### config.mk
export PLATFORM = sky130hd
export DESIGN_NAME = design3_5_5_core
export DESIGN_NICKNAME = d
export VERILOG_FILES = /design/src/rtl/design3_5_5_core.sv
export SDC_FILE = /design/constraint.sdc
export NUM_CORES = 1
export LEC_CHECK = 0
export ABC_CLOCK_PERIOD_IN_PS = 20100
export BUFFER_PORTS_ARGS = -buffer_cell sky130_fd_sc_hd__buf_2
export CAP_MARGIN = 20
export CORE_MARGIN = 8
export CORE_UTILIZATION = 50
export CTS_BUF_LIST = sky130_fd_sc_hd__clkbuf_4
export CTS_CLUSTER_DIAMETER = 30
export DETAILED_ROUTE_END_ITERATION = 8
export MAX_ROUTING_LAYER = met4
export PLACE_DENSITY = 0.68
export SLEW_MARGIN = 10
export SYNTH_ARGS = -nofsm -noshare
export SYNTH_HDL_FRONTEND = slang
export SYNTH_SLANG_ARGS = --single-unit
### constraint.sdc
create_clock -name clk -period 20.1 [get_ports clk]
set_input_delay 1.005 -clock clk [delete_from_list [all_inputs] [get_ports clk]]
set_output_delay 1.005 -clock clk [all_outputs]
set_load 0.01 [all_outputs]
### src/rtl/design3_5_5_core.sv
// Two-stage 32-bit mixing datapath: the input word is registered, then five
// parallel lanes are combined into one hashed word and registered on out.
module design3_5_5_core #(
  parameter logic [31:0] KCONST = 32'h9E3779B9
) (
  input  logic        clk,
  input  logic        rst,
  input  logic [31:0] in,
  output logic [31:0] out
);

  logic [31:0] r_in;
  logic [31:0] w_mix;

  function automatic logic [31:0] popcount32(input logic [31:0] word);
    logic [5:0] cnt;
    cnt = 6'd0;
    for (int i = 0; i < 32; i++) begin
      cnt = cnt + {5'd0, word[i]};
    end
    return {26'd0, cnt};
  endfunction

  function automatic logic [31:0] mix(input logic [31:0] x);
    logic [31:0] l0, l1, l2, l3, l4;
    l0 = x + KCONST;
    l1 = x ^ {x[15:0], x[31:16]};
    l2 = {x[26:0], x[31:27]} | (x >> 3);
    l3 = {16'd0, x[15:0]} * {16'd0, x[31:16]};
    l4 = popcount32(x);
    return ((l0 ^ l1) + (l2 ^ l3)) - l4;
  endfunction

  assign w_mix = mix(r_in);

  // Stage 1: capture the raw input word
  always_ff @(posedge clk) begin
    if (!rst) begin
      r_in <= 32'd0;
    end else begin
      r_in <= in;
    end
  end

  // Stage 2: register the mixed result
  always_ff @(posedge clk) begin
    if (!rst) begin
      out <= 32'd0;
    end else begin
      out <= w_mix;
    end
  end

endmodule

==> results.sh, run 1 <==
export IMPL_outcome="complete, no violations"
export IMPL_syn_area_per_cell_um2=8.588
export IMPL_worstHoldPathType="in2reg"
export IMPL_setup_slack_ps=9820
export IMPL_post_cts_resized=0
export IMPL_port_buffers=65
export IMPL_ys_seq_area_frac=0.07730
export IMPL_endpoint_kind="flip-flop"
export IMPL_maxSlewViolCount=0
export IMPL_die_area_um2=39230
export IMPL_synth_edf_count=0
export IMPL_pre_cts_slack_ps=10020
export IMPL_dp_hpwl_um=34130
export IMPL_vias=12452
export IMPL_post_cts_buffers=0
export IMPL_ant_nets=0
export IMPL_fin_skew_ps=49.01
export IMPL_timing_worst_setup_path_type="reg2reg"
export IMPL_max_slew_worst_pin_slew_ps=1109
export IMPL_synth_area_leaders="fa_1, ha_1, inv_1"
export IMPL_fmax_mhz=97.28
export IMPL_wl_per_cell_um=17.93
export IMPL_hold_violations=0
export IMPL_timing_slew_headroom=0.2599
export IMPL_synth_top_area_frac=0.3044
export IMPL_die_w_um=198.1
export IMPL_drive_gt1_frac=0.06653
export IMPL_synth_flop_cell="dfxtp_1"
export IMPL_syn_area_um2=16570
export IMPL_yosysWarnings=0
export IMPL_crit_slowest_cell="dfxtp_1"
export IMPL_drt_vias_per_instance=5.163
export IMPL_setup_viol=0
export IMPL_synth_cell_types=67
export IMPL_overflow=0
export IMPL_grt_util_all_layers=0.2352
export IMPL_cts_path_max_buffers=2
export IMPL_required_ps=20540
export IMPL_critPathMaxFanout=16
export IMPL_arrival_ps=10720
export IMPL_async_flop_share=0
export IMPL_antenna_found_initial=1
export IMPL_fin_nets=2513
export IMPL_rsz0062_at_grt="no"
export IMPL_synthCells=1930
export IMPL_area_growth_syn_to_layout_pct=5.564
export IMPL_grt_pass1_wl_um=69390
export IMPL_drc=0
export IMPL_cts_buffers=9
export IMPL_critPathMostFrequentCell="fa_1"
export IMPL_cts_tree="built"
export IMPL_io_pins=66
export IMPL_die_y_um=198.1
export IMPL_grt_max_degree=40
export IMPL_ctsHoldBuffers=0
export IMPL_cap_violations=0
export IMPL_finalSetupTns_ps=0
export IMPL_firstDrtPassIters=8
export IMPL_clk_latency_ps=540
export IMPL_post_route_period_util=0.5114
export IMPL_clk_pin_slew_ps=150
export IMPL_gp_congestion=0.9581
export IMPL_synth_seq_cells=64
export IMPL_critPathLaunchType="flip-flop"
export IMPL_core_area_um2=32620
export IMPL_placementRows=66
export IMPL_critPathMaxStageDelay_ps=1080
export IMPL_grt_pass1_vias=13016
export IMPL_wl_um=43250
export IMPL_initial_core_util=0.5081
export IMPL_post_route_min_period_ps=10280
export IMPL_h_tree_depth=3
export IMPL_root_buffer="clkbuf_4"
export IMPL_drt_iter0_drc=798
export IMPL_synth_top_area_cell="fa_1"
export IMPL_cts_sinks=64
[layout make-up]
type,count,area [um^2]
antenna,1,2.502
clock buffer,10,75.07
clock inverter,6,36.28
fill,3063,15120
inverter,464,1742
multi-input combinational,1332,13270
sequential,64,1281
tap,442,553.0
timing repair buffer,93,535.5
[per-layer routing]
metal  routed length, um  GRT usage  vias up
met3                2759    0.02818       71
met2               20460     0.3911      408
met1               18660     0.2921     6086
met5                   0          -        -
li1                    -          -     5887
met4                1371    0.08601        0
[state kept, by name, indices dropped and copies added, names as in the netlist]
name / flops
r_in: 32
out: 32
[final timing paths]
| path | from | to | slack, ps | cells past startpoint |
|---|---|---|---|---|
| worst min-delay path | in[15] | r_in[15] | 650 | 2 |
| worst max register to register | r_in[20] | out[31] | 9820 | 33 |
| worst min register to register | r_in[29] | out[31] | 1310 | 7 |
| worst max-delay path | r_in[20] | out[31] | 9820 | 33 |
[cell usage in the layout, fill, tap and decap left out, types with 26 or more instances in the layout]
cell type  count
xor2_1        46
a21oi_1       42
a21o_1        27
dfxtp_1       64
inv_1        463
fa_1         252
buf_2         65
buf_4         28
nand2_1      161
ha_1         263
and2_1       135
nor2_1       130
o21ai_0       26
xnor2_1      104
[cell families after synthesis]
group                    share of synthesized area
AO/OA/AOI/OAI                              0.07526
XOR/XNOR                                   0.08024
adder cells (fa/ha/maj)                     0.5029
buffers and inverters                       0.1222
flip-flops                                 0.07730
multiplexers                             0.0006039
other                                    0.0002262
AND/OR/NAND/NOR                             0.1412
[critical path: cells and delay by family (launching register included)]
| family | cells | cell delay [ps] |
|---|---|---|
| fa+ha+maj | 11 | 4600 |
| flops | 1 | 1080 |
| simple gates | 4 | 980 |
| buf+inv | 7 | 910 |
| compound gates | 10 | 2420 |
| xor+xnor | 1 | 170 |
[synth_stat cells (5+ instances only)]
cell	count
buf_1	8
o21a_1	9
a211oi_1	6
xnor2_1	104
dfxtp_1	64
nor2_1	130
nor2b_1	5
ha_1	263
nand2_1	161
inv_1	463
fa_1	252
nand4_1	5
and2_1	135
a21oi_1	42
clkbuf_1	59
a21o_1	27
o21ai_0	26
o21bai_1	11
nand3_1	11
nor3_1	15
or2_2	6
nand2b_1	8
xor2_1	46
[per-stage QoR]
step | std cells | cell area (um^2) | util | hold slack (ps)
6_report | 2412 | 17500 | 0.5364 | 649.2
5_1_grt | 2412 | 17500 | 0.5364 | 635.2
4_1_cts | 2411 | 17490 | 0.5363 | 604.5
3_5_place_dp | 2395 | 17380 | 0.5329 | 1213
3_3_place_gp | 2395 | 17380 | 0.5329 | 1211
2_1_floorplan | 1931 | 16580 | - | 928.3
Power of run 1 is not shown: default switching activity piles up to over one toggle a cycle in this logic, so the estimate is an artifact.
==> run 2, diff against run 1 <==
--- a/config.mk
+++ b/config.mk
@@ -5,7 +5,8 @@
 export SDC_FILE = /design/constraint.sdc
 export NUM_CORES = 1
 export LEC_CHECK = 0
-export ABC_CLOCK_PERIOD_IN_PS = 20100
+export ABC_AREA = 1
+export ABC_CLOCK_PERIOD_IN_PS = 8250
 export BUFFER_PORTS_ARGS = -buffer_cell sky130_fd_sc_hd__buf_2
 export CAP_MARGIN = 20
 export CORE_MARGIN = 8
@@ -14,7 +15,7 @@
 export CTS_CLUSTER_DIAMETER = 30
 export DETAILED_ROUTE_END_ITERATION = 8
 export MAX_ROUTING_LAYER = met4
-export PLACE_DENSITY = 0.68
+export PLACE_DENSITY = 0.7
 export SLEW_MARGIN = 10
 export SYNTH_ARGS = -nofsm -noshare
 export SYNTH_HDL_FRONTEND = slang
==> constraint.sdc (replaced) <==
create_clock -name clk -period 8.25 [get_ports clk]
set_input_delay 0.4125 -clock clk [delete_from_list [all_inputs] [get_ports clk]]
set_output_delay 0.4125 -clock clk [all_outputs]
set_load 0.01 [all_outputs]
==> run 2 against run 1 <==
Effect of this change: synthesized cell count rose by 21%; core utilization rose by 6.9 points; flip-flop and latch count unchanged; clock-buffer cell count increased by 1; fmax grew 28%; worst setup slack worse by 9600 ps; design area rose by 22%; via count increased by 25%; critical path type unchanged.
==> results.sh, run 2 <==
export IMPL_outcome="complete, no violations"
export IMPL_arrival_ps=8410
export IMPL_grt_util_all_layers=0.2771
export IMPL_synth_top_family_by_area="adder cells"
export IMPL_post_route_period_util=0.9722
export IMPL_root_buffer="clkbuf_4"
export IMPL_path_buf_inv=11
export IMPL_setup_viol=0
export IMPL_drc=0
export IMPL_die_area_um2=41550
export IMPL_placementRows=69
export IMPL_area_growth_syn_to_layout_pct=20.66
export IMPL_finalSetupTns_ps=0
export IMPL_busiest_layer="met2"
export IMPL_drive_gt1_frac=0.1981
export IMPL_cp_num_cells=33
export IMPL_final_cell_mix="inv_1, nand2_1, fa_1, buf_4, ha_1"
export IMPL_critPathTopFamily="adder cells"
export IMPL_reg_top3="out (32), r_in (32)"
export IMPL_seq_area_um2=1315
export IMPL_fin_nets=3164
export IMPL_port_buffers=65
export IMPL_antenna_found_initial=2
export IMPL_fmax_mhz=124.7
export IMPL_async_flop_share=0
export IMPL_placed_cells=3053
export IMPL_fillCellCount=3143
export IMPL_synth_fa_ha_area_frac=0.4724
export IMPL_syn_area_um2=17640
export IMPL_synth_seq_cells=64
export IMPL_wl_per_cell_um=17.69
export IMPL_firstDrtPassIters=9
export IMPL_layout_commonest_cell="inv_1"
export IMPL_clk_latency_ps=510
export IMPL_pre_cts_slack_ps=-388.9
export IMPL_clk_pin_slew_ps=150
export IMPL_grt_max_degree=57
export IMPL_core_area_um2=35140
export IMPL_cts_sinks=64
export IMPL_timing_rr_end="out[30]"
export IMPL_worstHoldPathType="in2reg"
export IMPL_yosysMostFrequentCell="inv_1"
export IMPL_post_route_min_period_ps=8021
export IMPL_fin_skew_ps=36.16
export IMPL_grtUsageMet3=0.04866
export IMPL_overflow=0
export IMPL_critPathLaunchType="flip-flop"
export IMPL_synth_mux_area_frac=0.0005673
export IMPL_max_slew_worst_pin_slew_ps=974.4
export IMPL_crit_start="r_in[5]"
export IMPL_hold_path_depth=3
export IMPL_synth_compound_area_frac=0.06801
export IMPL_critPathMaxStageDelay_ps=560
export IMPL_ctsHoldBuffers=0
export IMPL_timing_slew_headroom=0.3495
export IMPL_cap_violations=0
export IMPL_wl_um=54540
export IMPL_timing_worst_setup_path_type="reg2reg"
export IMPL_grt_pass1_wl_um=86500
export IMPL_synth_top_area_cell="fa_1"
export IMPL_cts_buffers=9
export IMPL_synth_cell_types=56
export IMPL_endpoint_kind="flip-flop"
export IMPL_synth_flop_cell="dfxtp_1"
export IMPL_yosysWarnings=0
export IMPL_syn_area_per_cell_um2=7.530
export IMPL_dp_hpwl_um=45920
export IMPL_cts_path_max_buffers=2
export IMPL_drt_vias_per_instance=5.031
export IMPL_synth_xor_xnor_area_share=0.05985
export IMPL_synth_area_leaders="fa_1, ha_1, inv_1"
export IMPL_ant_nets=0
export IMPL_maxSlewViolCount=0
export IMPL_vias=15511
export IMPL_final_cells=3083
export IMPL_r2r_slack_ps=230
export IMPL_r2r_start="r_in[5]"
export IMPL_ys_seq_area_frac=0.07262
export IMPL_synthSimpleGateAreaFrac=0.1603
export IMPL_initial_core_util=0.5021
export IMPL_die_y_um=203.8
export IMPL_hp_start="in[8]"
export IMPL_critPathMaxFanout=6
export IMPL_hold_violations=0
export IMPL_synth_edf_count=0
export IMPL_h_tree_depth=3
export IMPL_globalRouteMet2Util=0.4411
export IMPL_setup_slack_ps=229.1
export IMPL_io_pins=66
export IMPL_synth_top_area_frac=0.2859
export IMPL_holdPathEnd="r_in[8]"
export IMPL_required_ps=8640
export IMPL_drt_iter0_drc=1001
export IMPL_use_met1=0.3593
export IMPL_crit_slowest_cell="fa_1"
export IMPL_gp_congestion=0.9845
export IMPL_multiInputGateArea_um2=14120
export IMPL_ys_top_cells_by_count="inv_1, nand2_1, ha_1"
export IMPL_cts_tree="built"
export IMPL_synthCells=2343
export IMPL_die_w_um=203.8
export IMPL_worstRegToRegCells=33
export IMPL_grt_pass1_vias=16283
export IMPL_rsz0062_at_grt="yes"
## run 2: changes by cell type after synthesis, sizes merged, moves of 11 or more
cell,change
xnor2,-60
nor2,-11
buf,+21
inv,+233
o21ai,+24
xor2,+27
nand2,+316
a21o,-16
clkbuf,-20
a21oi,+47
and2,-133
nand3,+40
## run 2: how the worst max path moves through the flow
stage | end | slack (ps)
6_report | out[30] | 230
5_1_grt | out[28] | -100
4_1_cts | out[29] | 2
3_5_place_dp | out[23] | -390
3_3_place_gp | out[23] | -300
2_1_floorplan | out[27] | 240
## run 2: metal layers
layer | share of wire | vias up
met4 | 0.028 | 0
met2 | 0.46 | 533
met3 | 0.081 | 80
met5 | 0 | -
li1 | - | 7368
met1 | 0.43 | 7530
## run 2: tightest hold or removal path, delay by kind of cell
| family | cells | cell delay (ps) |
|---|---|---|
| buffers and inverters | 2 | 110 |
| AND/OR/NAND/NOR | 1 | 40 |
## run 2: area by class of cell
cell class,count,share of cell area
timing repair buffer,332,0.1185
inverter,697,0.1229
clock buffer,11,0.003879
tap,461,0.02710
clock inverter,5,0.002233
sequential,64,0.06177
antenna,2,0.0002351
multi-input combinational,1511,0.6633
## run 2: metrics by stage
step / instance area [um^2] / hold slack, ps / util
floorplan: 17650 / 510.1 / -
global placement: 20330 / 591.6 / 0.5785
finish: 21290 / 74.65 / 0.6058
global route: 21290 / 67.63 / 0.6058
CTS: 20580 / 40.26 / 0.5856
detailed placement: 20330 / 597.9 / 0.5785
## run 2: timing repair
action | in CTS | in global routing
gates cloned | 0 | 0
hold endpoints to repair | 0 | 0
gates resized for setup | 28 | 141
setup buffers | 4 | 8
pin swaps | 3 | 25
endpoints found under the setup margin | 10 | 16
## run 2: kinds of logic after synthesis
family | Yosys count
buffers and inverters | 769
XOR/XNOR | 118
multiplexers | 1
AND/OR/NAND/NOR | 679
other | 1
AO/OA/AOI/OAI | 196
adder cells (fa/ha/maj) | 515
flip-flops | 64
Power of run 2 is left out for the same reason.
